===== src/rtl/riscv_csr_timer_multi.sv =====
// Machine timer + CSR block: free-running cycle, prescaled mtime, NUM_CMP compare channels, MIE/MIP/MIEPC.
// CSR response is registered one cycle after csr_valid_i; no backpressure, one access accepted every cycle.
module riscv_csr_timer_multi #(
    parameter int XLEN      = 32,
    parameter int NUM_CMP   = 2,
    parameter int TIMER_DIV = 100000
) (
    input  logic               clk,
    input  logic               rst_n,
    input  logic               csr_valid_i,
    input  logic [1:0]         csr_op_i,
    input  logic [11:0]        csr_addr_i,
    input  logic [XLEN-1:0]    csr_wdata_i,
    output logic [XLEN-1:0]    csr_rdata_o,
    output logic               csr_rvalid_o,
    output logic               csr_err_o,
    input  logic               irq_taken_i,
    input  logic [XLEN-1:0]    irq_pc_i,
    output logic               timer_tick_o,
    output logic               irq_timer_o,
    output logic [NUM_CMP-1:0] cmp_pending_o
);

    localparam int              PW        = (TIMER_DIV > 1) ? $clog2(TIMER_DIV) : 1;
    localparam logic [PW-1:0]   PRESC_MAX = PW'(TIMER_DIV - 1);
    localparam logic [4:0]      NCMP      = 5'(NUM_CMP);
    localparam logic [XLEN-1:0] MIE_MASK  = XLEN'(12'h888);

    localparam logic [1:0] OP_RO = 2'b00;
    localparam logic [1:0] OP_RW = 2'b01;
    localparam logic [1:0] OP_RS = 2'b10;
    localparam logic [1:0] OP_RC = 2'b11;

    localparam logic [11:0] ADDR_CYCLE = 12'h000;
    localparam logic [11:0] ADDR_MTIME = 12'h003;
    localparam logic [11:0] ADDR_MIE   = 12'h005;
    localparam logic [11:0] ADDR_MIEPC = 12'h006;
    localparam logic [11:0] ADDR_MIP   = 12'h007;
    localparam logic [11:0] ADDR_PEND  = 12'h008;
    localparam logic [7:0]  GRP_CMP    = 8'h01;
    localparam logic [7:0]  GRP_CTRL   = 8'h02;
    localparam logic [7:0]  GRP_PERIOD = 8'h03;

    logic [XLEN-1:0]    cycle_q, cycle_d;
    logic [XLEN-1:0]    mtime_q, mtime_d;
    logic [PW-1:0]      presc_q, presc_d;
    logic [XLEN-1:0]    mie_q, mie_d;
    logic [XLEN-1:0]    miepc_q, miepc_d;
    logic [NUM_CMP-1:0] pend_q, pend_d;
    logic [XLEN-1:0]    cmp_q    [NUM_CMP];
    logic [XLEN-1:0]    cmp_d    [NUM_CMP];
    logic [XLEN-1:0]    period_q [NUM_CMP];
    logic [XLEN-1:0]    period_d [NUM_CMP];
    logic [1:0]         ctrl_q   [NUM_CMP];
    logic [1:0]         ctrl_d   [NUM_CMP];
    logic [XLEN-1:0]    rdata_q, rdata_d;
    logic               rvalid_q, rvalid_d;
    logic               err_q, err_d;
    logic               tick_q, tick_d;
    logic               irq_q, irq_d;

    logic [7:0]         grp;
    logic [3:0]         idx;
    logic               arr_ok, legal, ro, acc_ok, wr_en, presc_wrap, mtip;
    logic [XLEN-1:0]    old_val, new_val, mip_val;
    logic [NUM_CMP-1:0] en_vec, match;

    assign grp    = csr_addr_i[11:4];
    assign idx    = csr_addr_i[3:0];
    assign arr_ok = ({1'b0, idx} < NCMP) &&
                    ((grp == GRP_CMP) || (grp == GRP_CTRL) || (grp == GRP_PERIOD));

    always_comb begin : status
        mip_val = '0;
        for (int n = 0; n < NUM_CMP; n++) begin
            en_vec[n] = ctrl_q[n][0];
            match[n]  = ctrl_q[n][0] && (mtime_q >= cmp_q[n]);
        end
        mtip       = |(pend_q & en_vec);
        mip_val[7] = mtip;
    end

    always_comb begin : decode
        legal   = arr_ok;
        ro      = 1'b0;
        old_val = '0;
        case (csr_addr_i)
            ADDR_CYCLE: begin legal = 1'b1; ro = 1'b1; old_val = cycle_q; end
            ADDR_MTIME: begin legal = 1'b1; old_val = mtime_q; end
            ADDR_MIE:   begin legal = 1'b1; old_val = mie_q; end
            ADDR_MIEPC: begin legal = 1'b1; old_val = miepc_q; end
            ADDR_MIP:   begin legal = 1'b1; ro = 1'b1; old_val = mip_val; end
            ADDR_PEND:  begin legal = 1'b1; old_val = XLEN'(pend_q); end
            default: ;
        endcase
        for (int n = 0; n < NUM_CMP; n++) begin
            if (arr_ok && (idx == 4'(n))) begin
                case (grp)
                    GRP_CMP:    old_val = cmp_q[n];
                    GRP_CTRL:   old_val = XLEN'(ctrl_q[n]);
                    GRP_PERIOD: old_val = period_q[n];
                    default: ;
                endcase
            end
        end
    end

    // Writes to read-only registers are rejected outright, not silently dropped.
    assign acc_ok = csr_valid_i && legal && !(ro && (csr_op_i != OP_RO));
    assign wr_en  = acc_ok && (csr_op_i != OP_RO);

    always_comb begin : alu
        case (csr_op_i)
            OP_RW:   new_val = csr_wdata_i;
            OP_RS:   new_val = old_val | csr_wdata_i;
            OP_RC:   new_val = old_val & ~csr_wdata_i;
            default: new_val = old_val;
        endcase
    end

    always_comb begin : next_state
        cycle_d    = cycle_q + 1'b1;
        presc_wrap = (presc_q == PRESC_MAX);
        presc_d    = presc_wrap ? '0 : presc_q + 1'b1;
        mtime_d    = mtime_q + XLEN'(presc_wrap);
        tick_d     = presc_wrap;
        mie_d      = mie_q;
        miepc_d    = miepc_q;
        pend_d     = pend_q;
        cmp_d      = cmp_q;
        period_d   = period_q;
        ctrl_d     = ctrl_q;

        if (wr_en && (csr_addr_i == ADDR_MTIME)) begin
            mtime_d = new_val;
            presc_d = '0;
            tick_d  = 1'b0;
        end
        if (wr_en && (csr_addr_i == ADDR_MIE))   mie_d   = new_val & MIE_MASK;
        if (wr_en && (csr_addr_i == ADDR_MIEPC)) miepc_d = new_val;
        if (irq_taken_i)                         miepc_d = irq_pc_i;
        if (wr_en && (csr_addr_i == ADDR_PEND))  pend_d  = new_val[NUM_CMP-1:0];

        // Order matters: PEND clear < match set < software CMP write.
        for (int n = 0; n < NUM_CMP; n++) begin
            if (match[n]) begin
                pend_d[n] = 1'b1;
                if (ctrl_q[n][1] && (period_q[n] != '0)) begin
                    cmp_d[n] = cmp_q[n] + period_q[n];
                end
            end
            if (wr_en && (idx == 4'(n))) begin
                case (grp)
                    GRP_CMP: begin
                        cmp_d[n]  = new_val;
                        pend_d[n] = 1'b0;
                    end
                    GRP_CTRL:   ctrl_d[n]   = new_val[1:0];
                    GRP_PERIOD: period_d[n] = new_val;
                    default: ;
                endcase
            end
        end

        rvalid_d = acc_ok;
        err_d    = csr_valid_i && !acc_ok;
        rdata_d  = acc_ok ? old_val : '0;
        irq_d    = mie_q[7] && mtip;
    end

    always_ff @(posedge clk or negedge rst_n) begin
        if (!rst_n) begin
            cycle_q  <= '0;
            mtime_q  <= '0;
            presc_q  <= '0;
            mie_q    <= '0;
            miepc_q  <= '0;
            pend_q   <= '0;
            rdata_q  <= '0;
            rvalid_q <= 1'b0;
            err_q    <= 1'b0;
            tick_q   <= 1'b0;
            irq_q    <= 1'b0;
            for (int n = 0; n < NUM_CMP; n++) begin
                cmp_q[n]    <= '0;
                period_q[n] <= '0;
                ctrl_q[n]   <= '0;
            end
        end else begin
            cycle_q  <= cycle_d;
            mtime_q  <= mtime_d;
            presc_q  <= presc_d;
            mie_q    <= mie_d;
            miepc_q  <= miepc_d;
            pend_q   <= pend_d;
            rdata_q  <= rdata_d;
            rvalid_q <= rvalid_d;
            err_q    <= err_d;
            tick_q   <= tick_d;
            irq_q    <= irq_d;
            for (int n = 0; n < NUM_CMP; n++) begin
                cmp_q[n]    <= cmp_d[n];
                period_q[n] <= period_d[n];
                ctrl_q[n]   <= ctrl_d[n];
            end
        end
    end

    assign csr_rdata_o   = rdata_q;
    assign csr_rvalid_o  = rvalid_q;
    assign csr_err_o     = err_q;
    assign timer_tick_o  = tick_q;
    assign irq_timer_o   = irq_q;
    assign cmp_pending_o = pend_q;

endmodule


===== config.mk =====
export PLATFORM = sky130hd
export DESIGN_NAME = riscv_csr_timer_multi
export DESIGN_NICKNAME = d
export VERILOG_FILES = /design/src/rtl/riscv_csr_timer_multi.sv
export SDC_FILE = /design/constraint.sdc
export NUM_CORES = 1
export LEC_CHECK = 0
export CAP_MARGIN = 20
export CELL_PAD_IN_SITES_DETAIL_PLACEMENT = 1
export CELL_PAD_IN_SITES_GLOBAL_PLACEMENT = 2
export CORE_ASPECT_RATIO = 0.8
export CORE_MARGIN = 10
export CORE_UTILIZATION = 38
export CTS_CLUSTER_SIZE = 14
export DETAILED_ROUTE_END_ITERATION = 6
export PLACE_DENSITY_LB_ADDON = 0.2
export RECOVER_POWER = 100
export SLEW_MARGIN = 10
export SYNTH_ARGS = -nofsm -noshare
export SYNTH_HDL_FRONTEND = slang
export SYNTH_SLANG_ARGS = --single-unit

===== constraint.sdc =====
create_clock -name clk -period 3.1 [get_ports clk]
set_input_delay 0.93 -clock clk [delete_from_list [all_inputs] [get_ports clk]]
set_output_delay 0.93 -clock clk [all_outputs]
set_load 0.02 [all_outputs]

=== After elaboration in Yosys (flattened, before gate mapping) ===
Cells that the tools add are included.

* Add/sub/neg operators: 5
* Order comparisons: 3
* Equal/unequal tests: 13
* Mux-type cells: 30
* Bitwise logic cells: 4
* Reduce and logical (&&, ||, !) cells: 36

{| class="wikitable"
|+ Operators by type and width
! kind !! number
|-
| $mux 32 || 14
|-
| $pmux 32 s3 || 3
|-
| $pmux 32 s6 || 1
|-
| $add 32x32->32 || 2
|-
| $ge 32x32->1 || 2
|-
| $reduce_bool 32->1 || 2
|-
| $eq 12x3->1 const B || 3
|-
| $mux 17 || 2
|-
| $add 32x1->32 || 1
|-
| $add 32x1->32 const B || 1
|-
| $and 32x32->32 || 1
|-
| $not 32->32 || 1
|-
| $or 32x32->32 || 1
|-
| $logic_and 1x1->1 || 19
|-
| $add 17x1->17 const B || 1
|-
| $eq 17x17->1 const B || 1
|-
| $eq 8x2->1 const B || 2
|-
| $eq 12x2->1 const B || 1
|-
| $eq 12x4->1 const B || 1
|-
| $logic_not 12->1 || 1
|-
| $mux 1 || 9
|-
| $eq 8x1->1 const B || 1
|-
| $reduce_and 2->1 || 4
|-
| $reduce_or 6->1 || 1
|-
| 11 further kinds || 16
|}

* Register bits: 286

=== Longest topological paths before layout ===
Gate-level depths: netlist of the first run.

* Depth after elaboration: 14
* Mapped depth: 14
* Mapped depth without buffers: 14

=== Least setup slack after synthesis of the first run ===
OpenSTA, ideal clock, no wires.

* Path type: input to register
* Start: input csr_addr_i[5]
* End: register miepc_q[28]
* Setup time: 136 ps
* Arrival: 3094 ps
* Required time: 2964 ps
* Setup slack: -130 ps
* Stages: 11
* Path through: buf_4 -> buf_2 -> buf_1 -> mux2i_1 -> o221ai_1 -> a221oi_1 -> o21bai_1 -> a21oi_1 -> nor2_1 -> a21oi_1 -> o21ai_0

* Longest elaborated chain between the ends: 12

{| class="wikitable"
|+ Ends and longest elaborated chain
! item !! RTL line !! text
|-
| start: declaration || 12 || <nowiki>input logic [11:0] csr_addr_i,</nowiki>
|-
| branches (longest 12 deep; another with $pmux 32 s6) || n/a ||
|-
| end signal: assignment || 194 || <nowiki>miepc_q <= miepc_d;</nowiki>
|-
| end: declaration || 48 || <nowiki>logic [XLEN-1:0] miepc_q, miepc_d;</nowiki>
|}

Parallel ways; which one is timed is not known. The select of a mux whose other input is x is not followed.
A chain may end at the register's enable or synchronous reset.

=== Final worst setup path of the first run ===
* Start: input csr_addr_i[7]
* End: register period_q[11] (netlist name)

* Longest elaborated chain between the ends: 10

{| class="wikitable"
|+ Ends and longest elaborated chain
! item !! RTL line !! text
|-
| branches (longest 10 deep; another with $pmux 32 s6) || n/a ||
|-
| end signal: indexed assignment || 203 || <nowiki>period_q[n] <= period_d[n];</nowiki>
|-
| end: declaration || 52 || <nowiki>logic [XLEN-1:0] period_q [NUM_CMP];</nowiki>
|}

Parallel ways; which one is timed is not known.

==> reports/metrics.cfg, run 1 <==
[run_status]
status = finished with violations
violations = capacitance limit, slew limit, setup timing

[floorplanning]
rows = 74
start_util = 0.385
die_w_um = 274
die-area_um2 = 61300
core_region_area_um2 = 51100
io_pins = 120
dieHeight_um = 224

[global_routing]
grt_use_total = 0.307
antenna_found_initial = 2
grt_pass1_wl_um = 142000
grt_pass1_vias = 21600
grt_start_max_net_pins = 65
overflow = 0

[timing]
fin_skew_ns = 0.0208
slew_headroom = -0.214
worstMarginPinSlew_ns = 1.82
finalSetupTns_ns = -6.73
fmax_ghz = 0.305
fin_ws_ns = -0.177
finalHoldViolCount = 0
period_needed_ns = 3.28
maxSlewViolCount = 61
min_period_over_period = 1.06
rsz0062_at_grt = yes
fin_hold_ws_ns = 0.480
setup_violations = 108

[worst_setup_path]
rr_startpoint = cmp_q[0]
critPathMaxFanout = 7
slowest_delay_ns = 0.54
path_cells = dlygate4sd3_1 -> or2_4 -> nor2_4 -> buf_4 -> nand3_1 -> buf_6 -> o21ai_0 -> a221oi_1 -> a31o_1 -> a22oi_4 -> buf_12 -> mux2_2
critPathKind = in -> reg
crit_path_start_kind = primary input
crit_slowest_cell = a221oi_1
crit_path_start = csr_addr_i[7]
ff2ff_path_depth = 14
path_buf_inv = 4
crit_arrival_ns = 3.72
required_ns = 3.54
r2r_slack_ns = -0.18
critPathCaptureType = register
rr_endpoint = cmp_q[30]
cp_top_family = compound AO/OA/AOI/OAI gates

[cells_and_area]
n_antenna_cell = 0
syn_to_final_growth_pct = 41.3
fin_util = 0.544
layout-drive-gt1-share = 0.276
register_area_um2 = 7160
nFillCells = 5845
nNetsFinal = 3006
multiInputGateArea_um2 = 12600

[synthesis]
async_reset_ff_frac = 1.00
yosys-top-cells-area = dfrtp_1 36%, ha_1 8.3%, a21oi_1 5.6%
synth_cell_types = 82
synthCells = 2242
yosysTopAreaCellShare = 0.364
synth_edf_count = 0
syn-cell-area_um2 = 19700
avgSynthCellArea_um2 = 8.78
synth_top_cells_by_count = 286 x dfrtp_1, 273 x nand2_1, 220 x a21oi_1
synthMostInstantiatedCell = dfrtp_1
yosysTopAreaCell = dfrtp_1
synth_seq_cells = 286
ys.flop_type = dfrtp_1
synth_nets = 2456
ys_seq_area_frac = 0.364
ys_warn_count = 0

[worst_hold_path]
min_to = presc_q[0]
hold_path_depth = 1
min_path_type = reg -> reg
hold_start = presc_q[0]

[routing]
wirelength_um = 99400
avgViaCountPerCell = 6.05
wire_per_inst_um = 28.4
firstDrtPassIters = 7
drc = 0
vias = 21200
drt_iter0_drc = 2005
detail-route-antenna-nets = 0

[clock_tree]
cts_htree_levels = 2
clk_pin_slew_ns = 0.06
clockBufferDepth = 3
root_buffer = clkbuf_16
numCtsBuffers = 35
tritoncts = built
holdBufCountCts = 0
cts_sinks = 286
clk-insertion-delay-late_ns = 0.57

[pwr]
p_total_mw = 8.82
p_leak_nw = 13.2
ir_drop_mv = 0.289
powerDensity_nw_per_um2 = 317

[placement]
portBuffers = 119
dp_hpwl_um = 73000
gp_congestion = 0.948
place_ws_ns = -0.829

[run]
drv_cap = 1

[sequential cells by signal, indices dropped and copies added (netlist names), 2 cells and up]
| register | count |
|---|---|
| cmp_q | 64 |
| period_q | 64 |
| csr_rdata_o | 32 |
| cycle_q | 32 |
| miepc_q | 32 |
| mtime_q | 32 |
| presc_q | 17 |
| ctrl_q | 4 |
| mie_q | 3 |
| cmp_pending_o | 2 |
[layer usage]
metal | part of all wire | GRT usage | vias to the layer above
li1 | - | - | 9159
met3 | 0.083 | 0.0605 | 238
met5 | 0 | 0 | -
met4 | 0.045 | 0.116 | 0
met2 | 0.43 | 0.459 | 896
met1 | 0.44 | 0.430 | 10900
[placed cells by master (no fill, tap or decap), types with 20 or more instances in the layout]
| cell | netlist | routed |
|---|---|---|
| mux2i_1 | 93 | 92 |
| clkdlybuf4s50_1 | 0 | 65 |
| nand3_1 | 69 | 66 |
| a21oi_2 | 0 | 20 |
| clkbuf_16 | 0 | 43 |
| nor2_1 | 182 | 178 |
| a21oi_1 | 220 | 197 |
| nand2_1 | 273 | 264 |
| dfrtp_1 | 286 | 282 |
| xor2_1 | 42 | 42 |
| o21ai_0 | 129 | 93 |
| buf_6 | 0 | 25 |
| o21ai_1 | 15 | 37 |
| a21o_1 | 37 | 36 |
| buf_12 | 0 | 36 |
| nand4_1 | 23 | 23 |
| ha_1 | 130 | 119 |
| dlygate4sd3_1 | 0 | 39 |
| and3_1 | 34 | 33 |
| buf_4 | 4 | 411 |
| clkbuf_1 | 62 | 22 |
| xnor2_1 | 99 | 98 |
| inv_1 | 102 | 96 |
[through the flow]
| step | instances | area, um2 |
|---|---|---|
| after detailed placement | 3370 | 25000 |
| after CTS | 3463 | 26900 |
| final | 3499 | 27800 |
| after global routing | 3499 | 27800 |
| after global placement | 3370 | 25000 |
| after floorplan | 2242 | 19700 |
[report_power, final]
group / internal (mW) / switching (mW)
combinational: 0.324 / 0.497
clock: 2.40 / 1.79
sequential: 3.77 / 0.0332
total: 6.50 / 2.32
[logic make-up (layout without fill, tap and decap cells)]
kind of cell | count (synthesis) | in the layout | synth area share
mux | 120 | 120 | 0.0656
buf+inv | 215 | 788 | 0.0439
simple gates | 706 | 706 | 0.167
flops | 286 | 286 | 0.364
fa+ha+maj | 132 | 132 | 0.0847
compound gates | 642 | 642 | 0.212
xor+xnor | 141 | 141 | 0.0628
[area by class of cell]
class                      count  share of cell area
clock buffer                  53              0.0376
clock inverter                 7             0.00216
inverter                     102              0.0138
multi-input combinational   1741               0.455
sequential                   286               0.258
tap                          684              0.0308
timing repair buffer         626               0.203
[repair_timing]
| action | 4_1_cts | 5_1_grt |
|---|---|---|
| buffers inserted | 31 | 32 |
| resized for setup | 118 | 175 |
| endpoints found under the setup margin | 199 | 198 |
| pin swaps | 31 | 78 |
| gates cloned | 3 | 6 |
[worst max path at each step]
stage / endpoint / slack, ns / cells past startpoint
after global routing: cmp_q[19] / -0.27 / 11
after global placement: miepc_q[28] / -0.72 / 14
after floorplan: miepc_q[30] / -0.05 / 10
after detailed placement: miepc_q[28] / -0.83 / 14
final: period_q[11] / -0.18 / 12
after CTS: cmp_q[30] / -0.19 / 14
No activity file was read; power rests on OpenSTA's default activity.
==> run 2, diff against run 1 <==
--- a/config.mk
+++ b/config.mk
@@ -15,7 +15,6 @@
 export DETAILED_ROUTE_END_ITERATION = 6
 export PLACE_DENSITY_LB_ADDON = 0.2
 export RECOVER_POWER = 100
-export SLEW_MARGIN = 10
 export SYNTH_ARGS = -nofsm -noshare
 export SYNTH_HDL_FRONTEND = slang
 export SYNTH_SLANG_ARGS = --single-unit
==> results of run 2 <==
No change in the layout: final DEF, timing and power equal those of run 1.
